## config.mk

```make
export PLATFORM = sky130hd
export DESIGN_NAME = uart_bit_sampler_flat
export DESIGN_NICKNAME = d
export VERILOG_FILES = /design/src/rtl/uart_bit_sampler_pkg.sv /design/src/rtl/uart_bit_sampler_if.sv /design/src/rtl/uart_bit_sampler_majority3.sv /design/src/rtl/uart_bit_sampler.sv /design/src/flat_wrapper.sv
export SDC_FILE = /design/constraint.sdc
export NUM_CORES = 1
export LEC_CHECK = 0
export BUFFER_PORTS_ARGS = -buffer_cell sky130_fd_sc_hd__buf_2
export CAP_MARGIN = 5
export CORE_MARGIN = 4
export CORE_UTILIZATION = 39
export DETAILED_ROUTE_END_ITERATION = 10
export PLACE_DENSITY_LB_ADDON = 0.25
export RECOVER_POWER = 50
export SKIP_LAST_GASP = 1
export SLEW_MARGIN = 20
export SYNTH_ARGS = -nofsm -noshare
export SYNTH_HDL_FRONTEND = slang
export SYNTH_SLANG_ARGS = --single-unit
```

## constraint.sdc

```tcl
create_clock -name clk -period 4.5 [get_ports clk]
set_input_delay 0.225 -clock clk [delete_from_list [all_inputs] [get_ports clk]]
set_output_delay 0.225 -clock clk [all_outputs]
set_load 0.01 [all_outputs]
```

## src/rtl/uart_bit_sampler_pkg.sv

```systemverilog
// Shared types and limits for the UART receive path: FSM state encoding,
// parameter legal ranges and counter-width helpers.
package uart_pkg;

   typedef enum logic [1:0] {
      ST_IDLE  = 2'd0,
      ST_START = 2'd1,
      ST_DATA  = 2'd2,
      ST_STOP  = 2'd3
   } uart_rx_state_t;

   localparam int OSR_MIN       = 4;
   localparam int OSR_VOTE_MIN  = 8;
   localparam int DATA_BITS_MIN = 5;
   localparam int DATA_BITS_MAX = 9;
   localparam int STOP_BITS_MAX = 2;

   function automatic int cnt_width(input int osr);
      return $clog2(osr);
   endfunction

   // One extra code so the bit index can count all the way to DATA_BITS.
   function automatic int idx_width(input int data_bits);
      return $clog2(data_bits + 1);
   endfunction

endpackage

```

## src/rtl/uart_bit_sampler_if.sv

```systemverilog
// Receive-side bundle between the tick generator / line synchroniser and the
// character consumer. master drives tick and line, slave is the sampler.
interface uart_bit_sampler_if #(
   parameter int DATA_BITS = 8
);
   logic                 sample_tick;
   logic                 rx_in;
   logic [DATA_BITS-1:0] rx_data;
   logic                 rx_valid;
   logic                 frame_err;
   logic                 busy;

   modport master (
      output sample_tick, rx_in,
      input  rx_data, rx_valid, frame_err, busy
   );

   modport slave (
      input  sample_tick, rx_in,
      output rx_data, rx_valid, frame_err, busy
   );
endinterface

```

## src/rtl/uart_bit_sampler_majority3.sv

```systemverilog
// uart_majority3: keeps the two previous tick samples of the line and votes
// them 2-of-3 with the live sample, so the vote is valid on the decision tick.
module uart_majority3 (
   input  logic clk,
   input  logic rst,
   input  logic tick,
   input  logic sample,
   output logic vote
);
   logic [1:0] hist;

   // Reset to idle-line level so a stale history never fakes a low bit.
   always_ff @(posedge clk or negedge rst) begin
      if (!rst)
         hist <= 2'b11;
      else if (tick)
         hist <= {hist[0], sample};
   end

   assign vote = (hist[1] & hist[0]) | (hist[1] & sample) | (hist[0] & sample);
endmodule

```

## src/rtl/uart_bit_sampler.sv

```systemverilog
// uart_bit_sampler: oversampling receive engine (start detect, mid-bit sampling,
// LSB-first shift, framing check). Define UART_MAJORITY_VOTE_EN for 2-of-3 voting.
//
// state    | meaning
// ---------+------------------------------------------------------------
// ST_IDLE  | line idle; start accepted on a low tick once armed
// ST_START | counting to the middle of the start bit, rejects glitches
// ST_DATA  | one decision per OSR ticks, shifted into the MSB
// ST_STOP  | checks 1..STOP_BITS stop bits, publishes the character
module uart_bit_sampler
   import uart_pkg::*;
#(
   parameter int OSR       = 16,
   parameter int DATA_BITS = 8,
   parameter int STOP_BITS = 1
) (
   input logic             clk,
   input logic             rst,
   uart_bit_sampler_if.slave bus
);
   localparam int CNT_W = cnt_width(OSR);
   localparam int IDX_W = idx_width(DATA_BITS);

   localparam logic [CNT_W-1:0] HALF_LAST = CNT_W'(OSR/2 - 1);
   localparam logic [CNT_W-1:0] BIT_LAST  = CNT_W'(OSR - 1);
   localparam logic [IDX_W-1:0] IDX_LAST  = IDX_W'(DATA_BITS - 1);

   if (OSR < OSR_MIN || (OSR % 2) != 0) begin : g_bad_osr
      $error("uart_bit_sampler: OSR must be even and at least %0d", OSR_MIN);
   end
   if (DATA_BITS < DATA_BITS_MIN || DATA_BITS > DATA_BITS_MAX) begin : g_bad_data_bits
      $error("uart_bit_sampler: DATA_BITS out of range");
   end
   if (STOP_BITS < 1 || STOP_BITS > STOP_BITS_MAX) begin : g_bad_stop_bits
      $error("uart_bit_sampler: STOP_BITS must be 1 or 2");
   end

   uart_rx_state_t       state, state_nxt;
   logic [CNT_W-1:0]     cnt, cnt_nxt;
   logic [IDX_W-1:0]     bit_idx, bit_idx_nxt;
   logic                 stop_idx, stop_idx_nxt;
   logic                 armed, armed_nxt;
   logic [DATA_BITS-1:0] shreg, shreg_nxt;
   logic [DATA_BITS-1:0] rx_data_q, rx_data_nxt;
   logic                 rx_valid_q, rx_valid_nxt;
   logic                 frame_err_q, frame_err_nxt;
   logic                 dec;

`ifdef UART_MAJORITY_VOTE_EN
   if (OSR < OSR_VOTE_MIN) begin : g_vote_osr
      $error("uart_bit_sampler: majority vote needs OSR >= %0d", OSR_VOTE_MIN);
   end

   uart_majority3 u_vote (
      .clk    (clk),
      .rst    (rst),
      .tick   (bus.sample_tick),
      .sample (bus.rx_in),
      .vote   (dec)
   );
`else
   assign dec = bus.rx_in;
`endif

   always_ff @(posedge clk or negedge rst) begin
      if (!rst) begin
         state       <= ST_IDLE;
         cnt         <= '0;
         bit_idx     <= '0;
         stop_idx    <= 1'b0;
         armed       <= 1'b0;
         shreg       <= '0;
         rx_data_q   <= '0;
         rx_valid_q  <= 1'b0;
         frame_err_q <= 1'b0;
      end else begin
         state       <= state_nxt;
         cnt         <= cnt_nxt;
         bit_idx     <= bit_idx_nxt;
         stop_idx    <= stop_idx_nxt;
         armed       <= armed_nxt;
         shreg       <= shreg_nxt;
         rx_data_q   <= rx_data_nxt;
         rx_valid_q  <= rx_valid_nxt;
         frame_err_q <= frame_err_nxt;
      end
   end

   always_comb begin
      state_nxt     = state;
      cnt_nxt       = cnt;
      bit_idx_nxt   = bit_idx;
      stop_idx_nxt  = stop_idx;
      armed_nxt     = armed;
      shreg_nxt     = shreg;
      rx_data_nxt   = rx_data_q;
      frame_err_nxt = frame_err_q;
      rx_valid_nxt  = 1'b0;

      if (bus.sample_tick) begin
         if (bus.rx_in)
            armed_nxt = 1'b1;

         case (state)
            ST_IDLE: begin
               if (armed && !bus.rx_in) begin
                  state_nxt = ST_START;
                  cnt_nxt   = '0;
               end
            end
            ST_START: begin
               if (cnt == HALF_LAST) begin
                  cnt_nxt = '0;
                  if (dec) begin
                     state_nxt = ST_IDLE;
                  end else begin
                     bit_idx_nxt = '0;
                     state_nxt   = ST_DATA;
                  end
               end else begin
                  cnt_nxt = cnt + 1'b1;
               end
            end
            ST_DATA: begin
               if (cnt == BIT_LAST) begin
                  cnt_nxt     = '0;
                  shreg_nxt   = {dec, shreg[DATA_BITS-1:1]};
                  bit_idx_nxt = bit_idx + 1'b1;
                  if (bit_idx == IDX_LAST) begin
                     stop_idx_nxt = 1'b0;
                     state_nxt    = ST_STOP;
                  end
               end else begin
                  cnt_nxt = cnt + 1'b1;
               end
            end
            ST_STOP: begin
               if (cnt == BIT_LAST) begin
                  cnt_nxt = '0;
                  if (dec && STOP_BITS == 2 && !stop_idx) begin
                     stop_idx_nxt = 1'b1;
                  end else begin
                     // A low stop ends the frame early; disarm so a break gives one frame.
                     rx_data_nxt   = shreg;
                     frame_err_nxt = !dec;
                     rx_valid_nxt  = 1'b1;
                     state_nxt     = ST_IDLE;
                     if (!dec)
                        armed_nxt = 1'b0;
                  end
               end else begin
                  cnt_nxt = cnt + 1'b1;
               end
            end
            default: state_nxt = ST_IDLE;
         endcase
      end
   end

   assign bus.rx_data   = rx_data_q;
   assign bus.rx_valid  = rx_valid_q;
   assign bus.frame_err = frame_err_q;
   assign bus.busy      = (state != ST_IDLE);
endmodule
```

## src/flat_wrapper.sv

```systemverilog
// flat-port wrapper written by rule: the top's interface ports become plain ports
module uart_bit_sampler_flat import uart_pkg::*;
#(
   parameter int OSR       = 16,
   parameter int DATA_BITS = 8,
   parameter int STOP_BITS = 1
)
  (clk, rst, bus_sample_tick, bus_rx_in, bus_rx_data, bus_rx_valid, bus_frame_err, bus_busy);
  uart_bit_sampler_if #(.DATA_BITS(DATA_BITS)) bus_i ();
  input logic clk;
  input logic rst;
  input wire logic [$bits(bus_i.sample_tick)-1:0] bus_sample_tick;
  input wire logic [$bits(bus_i.rx_in)-1:0] bus_rx_in;
  output wire logic [$bits(bus_i.rx_data)-1:0] bus_rx_data;
  output wire logic [$bits(bus_i.rx_valid)-1:0] bus_rx_valid;
  output wire logic [$bits(bus_i.frame_err)-1:0] bus_frame_err;
  output wire logic [$bits(bus_i.busy)-1:0] bus_busy;
  assign bus_i.sample_tick = bus_sample_tick;
  assign bus_i.rx_in = bus_rx_in;
  assign bus_rx_data = bus_i.rx_data;
  assign bus_rx_valid = bus_i.rx_valid;
  assign bus_frame_err = bus_i.frame_err;
  assign bus_busy = bus_i.busy;
  uart_bit_sampler #(.OSR(OSR), .DATA_BITS(DATA_BITS), .STOP_BITS(STOP_BITS)) u_core (.clk(clk), .rst(rst), .bus(bus_i));
endmodule
```

==> metrics.md, run 1 <==
| Metric | Value |
|---|---|
| Synth area leader | dfrtp_1 |
| Startpoint Class | register |
| # clock sinks | 29 |
| Reg2Reg Capture Point | u_core.bus.rx_data[6]$_DFFE_PN0P_ |
| Syn avg cell area | 12.80 sq um |
| Pleak | 0.6800 nW |
| Part of the cycle the worst path needs | 0.4055 |
| Failing checks | max-capacitance violations, max-slew violations |
| Total grt overflow | 0 |
| Final setup fails | 0 |
| Row Count | 21 |
| EDFF count, synth | 0 |
| Worst Hold Class | in -> reg |
| GP Congestion | 0.7742 |
| PD cells | 379.1 nW/um^2 |
| Worst EP required | 4.71 ns |
| Clock root buffer | clkbuf_4 |
| Hold worst-path end | u_core.bus.frame_err$_DFFE_PN0P_ |
| Crit. End Element | register |
| Io pins | 15 |
| Data arrival, critical path | 2.04 ns |
| CTS max path bufs | 2 |
| GRT Util Overall | 0.1327 |
| Largest net degree at the start of global routing | 30 |
| Wire per inst | 14.34 um |
| Worst clock skew | 0.006940 ns |
| Antenna diode count | 0 |
| Cts hold-fix bufs | 1 |
| DIE HEIGHT | 66.70 um |
| DRT antenna net count | 0 |
| Hold_sp | bus_rx_in |
| Synth cell types | 37 |
| RSZ-0062 raised after global routing | false |
| Routed wire length | 2438 um |
| FILL cells | 332 |
| Sequential-to-total area share from yosys stat | 0.5400 |
| Overall power | 0.5663 mW |
| DRC Markers | 0 |
| Worst relative slew slack | -0.04866 |
| Post-DR vias/cell | 5.265 |
| 1st-pass router iterations | 4 |
| Ys Warns | 0 |
| Share of layout cells above drive strength 1 | 0.3065 |
| Primary FF master, synth | dfrtp_1 |
| First-pass GRT wire length | 4305 um |
| FMAX | 0.5480 GHz |
| Initial antenna violation count | 0 |
| Synth area leaders | dfrtp_1 (54%), mux2_2 (13%), o21ai_0 (2.2%) |
| Cell total after placement | 161 |
| Finished Layout Cells | 170 |
| Worst reg2reg startpoint | u_core.cnt[0]$_DFFE_PN0P_ |
| Final Hold Fails | 0 |
| First-iteration detailed-routing DRC count | 41 |
| TritonCTS clock tree | done |
| Fin util | 0.4477 |
| Critical path type | reg -> reg |
| P&R area growth vs syn | 11.17% |
| Die Area | 4449 sq um |
| Reg2reg path depth | 4 |
| R2r setup slk | 2.68 ns |
| Hold path cells | 2 |
| Post_cts resized | 0 |
| Actual slew at the worst max-slew pin | 1.573 ns |
| Die width | 66.70 um |
| Cts bufs inserted | 5 |
| Nets | 129 |
| Total negative slack | 0 ns |
| Peak VDD IR | 0.2209 mV |
| Post-CTS Setup Inserts | 0 |
| Crit Path Max Fanout | 9 |
| Clock Pin Slew Worst Setup and Hold Paths | 0.09 ns |
| Starting Density | 0.4027 |
| Worst skew pair latency | 0.32 ns |
| Yosys reg bits | 29 |
| I/O Buffers | 14 |
| Vias in the first global route | 935 |
| Max_cap viols | 1 |
| Yosys top cell area share | 0.5400 |
| Post-DP HPWL | 1715 um |
| FFs w/ async S/R, synth | 1.000 |
| Status | finished with violations |
| Htree depth | 2 |
| Final slew viol count | 30 |
| Post-layout minimum cycle time | 1.825 ns |
| Via count | 895 |
| Core Region | 3337 sq um |
| Syn nets | 111 |
| Mapped Cells | 105 |
| Post-Syn Area | 1344 sq um |
## state kept, by name (all words and copies together), names as in the netlist, named ones only
register	flops
u_core.bus.rx_data	8
u_core.shreg	8
u_core.bit_idx	4
u_core.cnt	4
u_core.armed	1
u_core.bus.frame_err	1
u_core.bus.rx_valid	1
u_core.state	1
## final cells by class
cell class	instances	area [sq um]	area share
multi-input cells	69	575.6	0.3853
clock inverters	2	10.01	0.006700
flip-flops and latches	29	725.7	0.4858
well taps	46	57.56	0.03853
clock buffers	6	41.29	0.02764
inverters	3	11.26	0.007538
repair buffers	15	72.57	0.04858
## critical path, stage by stage (launching register included)
cell	delay (ns)
dfrtp_1	0.40
ha_1	0.35
nand4_1	0.28
nor2_4	0.31
mux2_2	0.37
## how the worst max path moves through the flow
stage / startpoint / to / slack [ns] / cells after the start
CTS: u_core.cnt[0]$_DFFE_PN0P_ / u_core.bus.rx_data[0]$_DFFE_PN0P_ / 2.68 / 4
detailed placement: u_core.cnt[0]$_DFFE_PN0P_ / u_core.bus.rx_data[6]$_DFFE_PN0P_ / 2.69 / 4
finish: u_core.cnt[0]$_DFFE_PN0P_ / u_core.bus.rx_data[6]$_DFFE_PN0P_ / 2.68 / 4
global route: rst / u_core.bus.rx_data[1]$_DFFE_PN0P_ / 2.44 / 2
floorplan: u_core.cnt[0]$_DFFE_PN0P_ / u_core.bus.rx_data[0]$_DFFE_PN0P_ / 2.91 / 4
global placement: u_core.cnt[0]$_DFFE_PN0P_ / u_core.bus.rx_data[7]$_DFFE_PN0P_ / 2.78 / 4
## per-layer routing
| layer | GRT usage | wire (um) | vias to the layer above |
|---|---|---|---|
| met2 | 0.2054 | 1155 | 14 |
| met5 | 0 | 0 | - |
| li1 | - | - | 425 |
| met4 | 0.06853 | 61 | 0 |
| met1 | 0.1635 | 1122 | 448 |
| met3 | 0.04384 | 99 | 8 |
## power by group
group	total, mW	internal [mW]	leakage [nW]	switching [mW]
clock network	0.146	0.0593	0.0320	0.0868
registers	0.322	0.286	0.380	0.0362
logic	0.0978	0.0496	0.268	0.0482
total	0.566	0.395	0.680	0.171
## synthesized netlist by cell type, types with 2 or more instances
master / instances
ha_1: 2
o21ai_0: 6
nand2_1: 5
mux2_2: 16
dfrtp_1: 29
a22o_1: 3
o211ai_1: 2
nand3_1: 4
inv_1: 3
nor2_4: 2
o21a_1: 2
nand4_1: 2
buf_4: 2
o31ai_1: 2
nor2b_1: 2
or2_2: 2
## metrics by stage
| stage | hold WS [ns] | worst slack, ns | instance area (sq um) |
|---|---|---|---|
| 6_report | 0.1784 | 2.675 | 1494 |
| 5_1_grt | 0.1753 | 2.441 | 1494 |
| 4_1_cts | 0.1579 | 2.680 | 1501 |
| 3_5_place_dp | 0.3027 | 2.694 | 1440 |
| 3_3_place_gp | 0.2757 | 2.778 | 1440 |
| 2_1_floorplan | -0.07059 | 2.912 | 1344 |
## cell usage in the layout (no fill, tap or decap), types with 3 or more instances in the layout
master | netlist | final
o21ai_0 | 6 | 6
dfrtp_1 | 29 | 29
clkbuf_4 | 0 | 5
buf_2 | 1 | 8
a22o_1 | 3 | 3
inv_1 | 3 | 3
mux2_2 | 16 | 16
nand2_1 | 5 | 5
clkbuf_1 | 0 | 7
nand3_1 | 4 | 4
## cell families after synthesis
| kind of cell | count (synthesis) | synth area share |
|---|---|---|
| AND/OR/NAND/NOR | 25 | 0.1322 |
| flip-flops | 29 | 0.5400 |
| multiplexers | 17 | 0.1452 |
| XOR/XNOR | 2 | 0.01304 |
| AO/OA/AOI/OAI | 23 | 0.1192 |
| adder cells (fa/ha/maj) | 2 | 0.01862 |
| buffers and inverters | 7 | 0.03165 |
Power figures use the tool's default switching activity.
==> run 2, diff against run 1 <==
clock period = 1.62 ns   (was 4.5 ns; I/O delays follow)
==> run 2 against run 1 <==
The flow now finishes without violations. Die area unchanged. Clock power increased to 4.3 times the previous value. Clock skew increased by 0.0050 ns. Via count increased by 8.5%. Core utilization increased by 4.7 points. Cell count increased by 7.6%. Clock-buffer cell count unchanged. Cell area increased by 11%. Highest routed layer unchanged.
==> metrics.md, run 2 (same netlist as run 1, synthesis figures left out) <==
| Metric | Value |
|---|---|
| Largest net degree at the start of global routing | 30 |
| Die Area | 4449 sq um |
| Total grt overflow | 0 |
| Reg2Reg Capture Point | u_core.bit_idx[0]$_DFFE_PN0P_ |
| Post-DP HPWL | 1768 um |
| Final hold slack | 0.02888 ns |
| CP startpoint | u_core.cnt[3]$_DFFE_PN0P_ |
| I/O Buffers | 14 |
| Clock Pin Slew Worst Setup and Hold Paths | 0.10 ns |
| Worst reg2reg startpoint | u_core.cnt[3]$_DFFE_PN0P_ |
| Share of layout cells above drive strength 1 | 0.4088 |
| Commonest cells after routing, fill and taps aside | dfrtp_1 (28), mux2_2 (16), buf_4 (11) |
| First-pass GRT wire length | 4581 um |
| Worst EP required | 1.84 ns |
| Starting Density | 0.4027 |
| Cts bufs inserted | 5 |
| Critical path type | reg -> reg |
| DRT antenna net count | 0 |
| Routed wire length | 2611 um |
| Crit-path cells | or4b_4 > a21o_1 > mux2_4 |
| Vias in the first global route | 977 |
| Worst clock skew | 0.01197 ns |
| Total negative slack | 0 ns |
| GP Congestion | 0.7844 |
| Part of the cycle the worst path needs | 0.9780 |
| Peak VDD IR | 0.6499 mV |
| CTS max path bufs | 2 |
| Htree depth | 2 |
| FMAX | 0.6312 GHz |
| DIE HEIGHT | 66.70 um |
| Final setup fails | 0 |
| TritonCTS clock tree | done |
| Pleak | 0.7589 nW |
| R2r setup slk | 0.04 ns |
| CP endpoint | u_core.bit_idx[0]$_DFFE_PN0P_ |
| CP max stage delay | 0.57 ns |
| Actual slew at the worst max-slew pin | 0.6942 ns |
| PD cells | 1156 nW/um^2 |
| Die width | 66.70 um |
| Clock root buffer | clkbuf_4 |
| Worst Hold Class | in -> reg |
| Crit Path Max Fanout | 5 |
| Final Hold Fails | 0 |
| First-iteration detailed-routing DRC count | 44 |
| # clock sinks | 29 |
| Met3 WL | 168 um |
| Status | complete, no violations |
| Data arrival, critical path | 1.81 ns |
| GRT Util Overall | 0.1401 |
| CP top delay family | simple AND/OR/NAND/NOR gates |
| DRC Markers | 0 |
| Final slew viol count | 0 |
| P&R area growth vs syn | 22.90% |
| Met1 WL | 1150 um |
| Wire per inst | 14.27 um |
| Nets | 142 |
| Startpoint Class | register |
| Core Region | 3337 sq um |
| Reg2reg path depth | 3 |
| Post-DR vias/cell | 5.306 |
| Row Count | 21 |
| Post-layout minimum cycle time | 1.584 ns |
| CP max stage cell | or4b_4 |
| Worst skew pair latency | 0.33 ns |
| Most common cell after layout, fill and taps aside | dfrtp_1 |
| FILL cells | 329 |
| Antenna diode count | 0 |
| Via count | 971 |
| Crit. End Element | register |
| RSZ-0062 raised after global routing | false |
| WP depth | 3 |
| Io pins | 15 |
| 1st-pass router iterations | 4 |
| DR top layer | met4 |
| Initial antenna violation count | 0 |
| Crit path buf inv count | 0 |
| Met2 Routed Length | 1243 um |
| Max_cap viols | 0 |
| Worst relative slew slack | 0.5372 |
run 2: worst min-delay path by stage:
stage	startpoint	endpoint	slack, ns	cells after the start
after global placement	rst	u_core.cnt[3]$_DFFE_PN0P_	0.13	1
after CTS	bus_rx_in	u_core.bus.frame_err$_DFFE_PN0P_	0.02	2
after detailed placement	rst	u_core.cnt[2]$_DFFE_PN0P_	0.14	1
after global routing	bus_rx_in	u_core.bus.frame_err$_DFFE_PN0P_	0.03	2
final	bus_rx_in	u_core.bus.frame_err$_DFFE_PN0P_	0.03	2
after floorplan	rst	asynchronous set/reset pin	-0.21	0
run 2: worst reg2reg max path, cell delays in order (launching register included):
cell     delay [ns]
dfrtp_2        0.45
or4b_4         0.57
a21o_1         0.21
mux2_4         0.25
run 2: metrics by stage:
| step | setup WS (ns) | area [sq um] | cells | util | total power, mW |
|---|---|---|---|---|---|
| finish | 0.03559 | 1652 | 183 | 0.4949 | 1.909 |
| global route | 0.009420 | 1652 | 183 | 0.4949 | 2.019 |
| CTS | 0.01643 | 1610 | 179 | 0.4826 | 1.892 |
| detailed placement | 0.009413 | 1493 | 168 | 0.4473 | 1.253 |
| global placement | 0.04104 | 1493 | 168 | 0.4473 | 1.234 |
| floorplan | 0.03198 | 1344 | 105 | - | 1.126 |
run 2: final cells by class:
type	count	area [sq um]	share of cell area
clock buffer	6	51.30	0.03106
clock inverter	2	37.54	0.02273
inverter	3	11.26	0.006818
multi-input combinational	70	589.3	0.3568
sequential	29	726.9	0.4402
tap	46	57.56	0.03485
timing repair buffer	27	177.7	0.1076
run 2: repair_timing:
action                     4_1_cts  5_1_grt
hold endpoints to repair        29        0
resized for setup                1        2
cloned                           1        0
setup endpoints to repair        6       17
hold buffers                     1        0
pin swaps                        2        2
buffers inserted                 1        4
run 2: report_power, final:
part | total (mW) | leakage (nW) | switching, mW | internal, mW
combinational | 0.405 | 0.336 | 0.186 | 0.219
clock | 0.626 | 0.0445 | 0.260 | 0.367
sequential | 0.878 | 0.379 | 0.0803 | 0.797
run 2: metal layers:
layer | vias to the layer above | global-route usage
li1 | 455 | -
met1 | 479 | 0.1824
met2 | 30 | 0.2054
met3 | 7 | 0.04047
met4 | 0 | 0.08122
met5 | - | 0
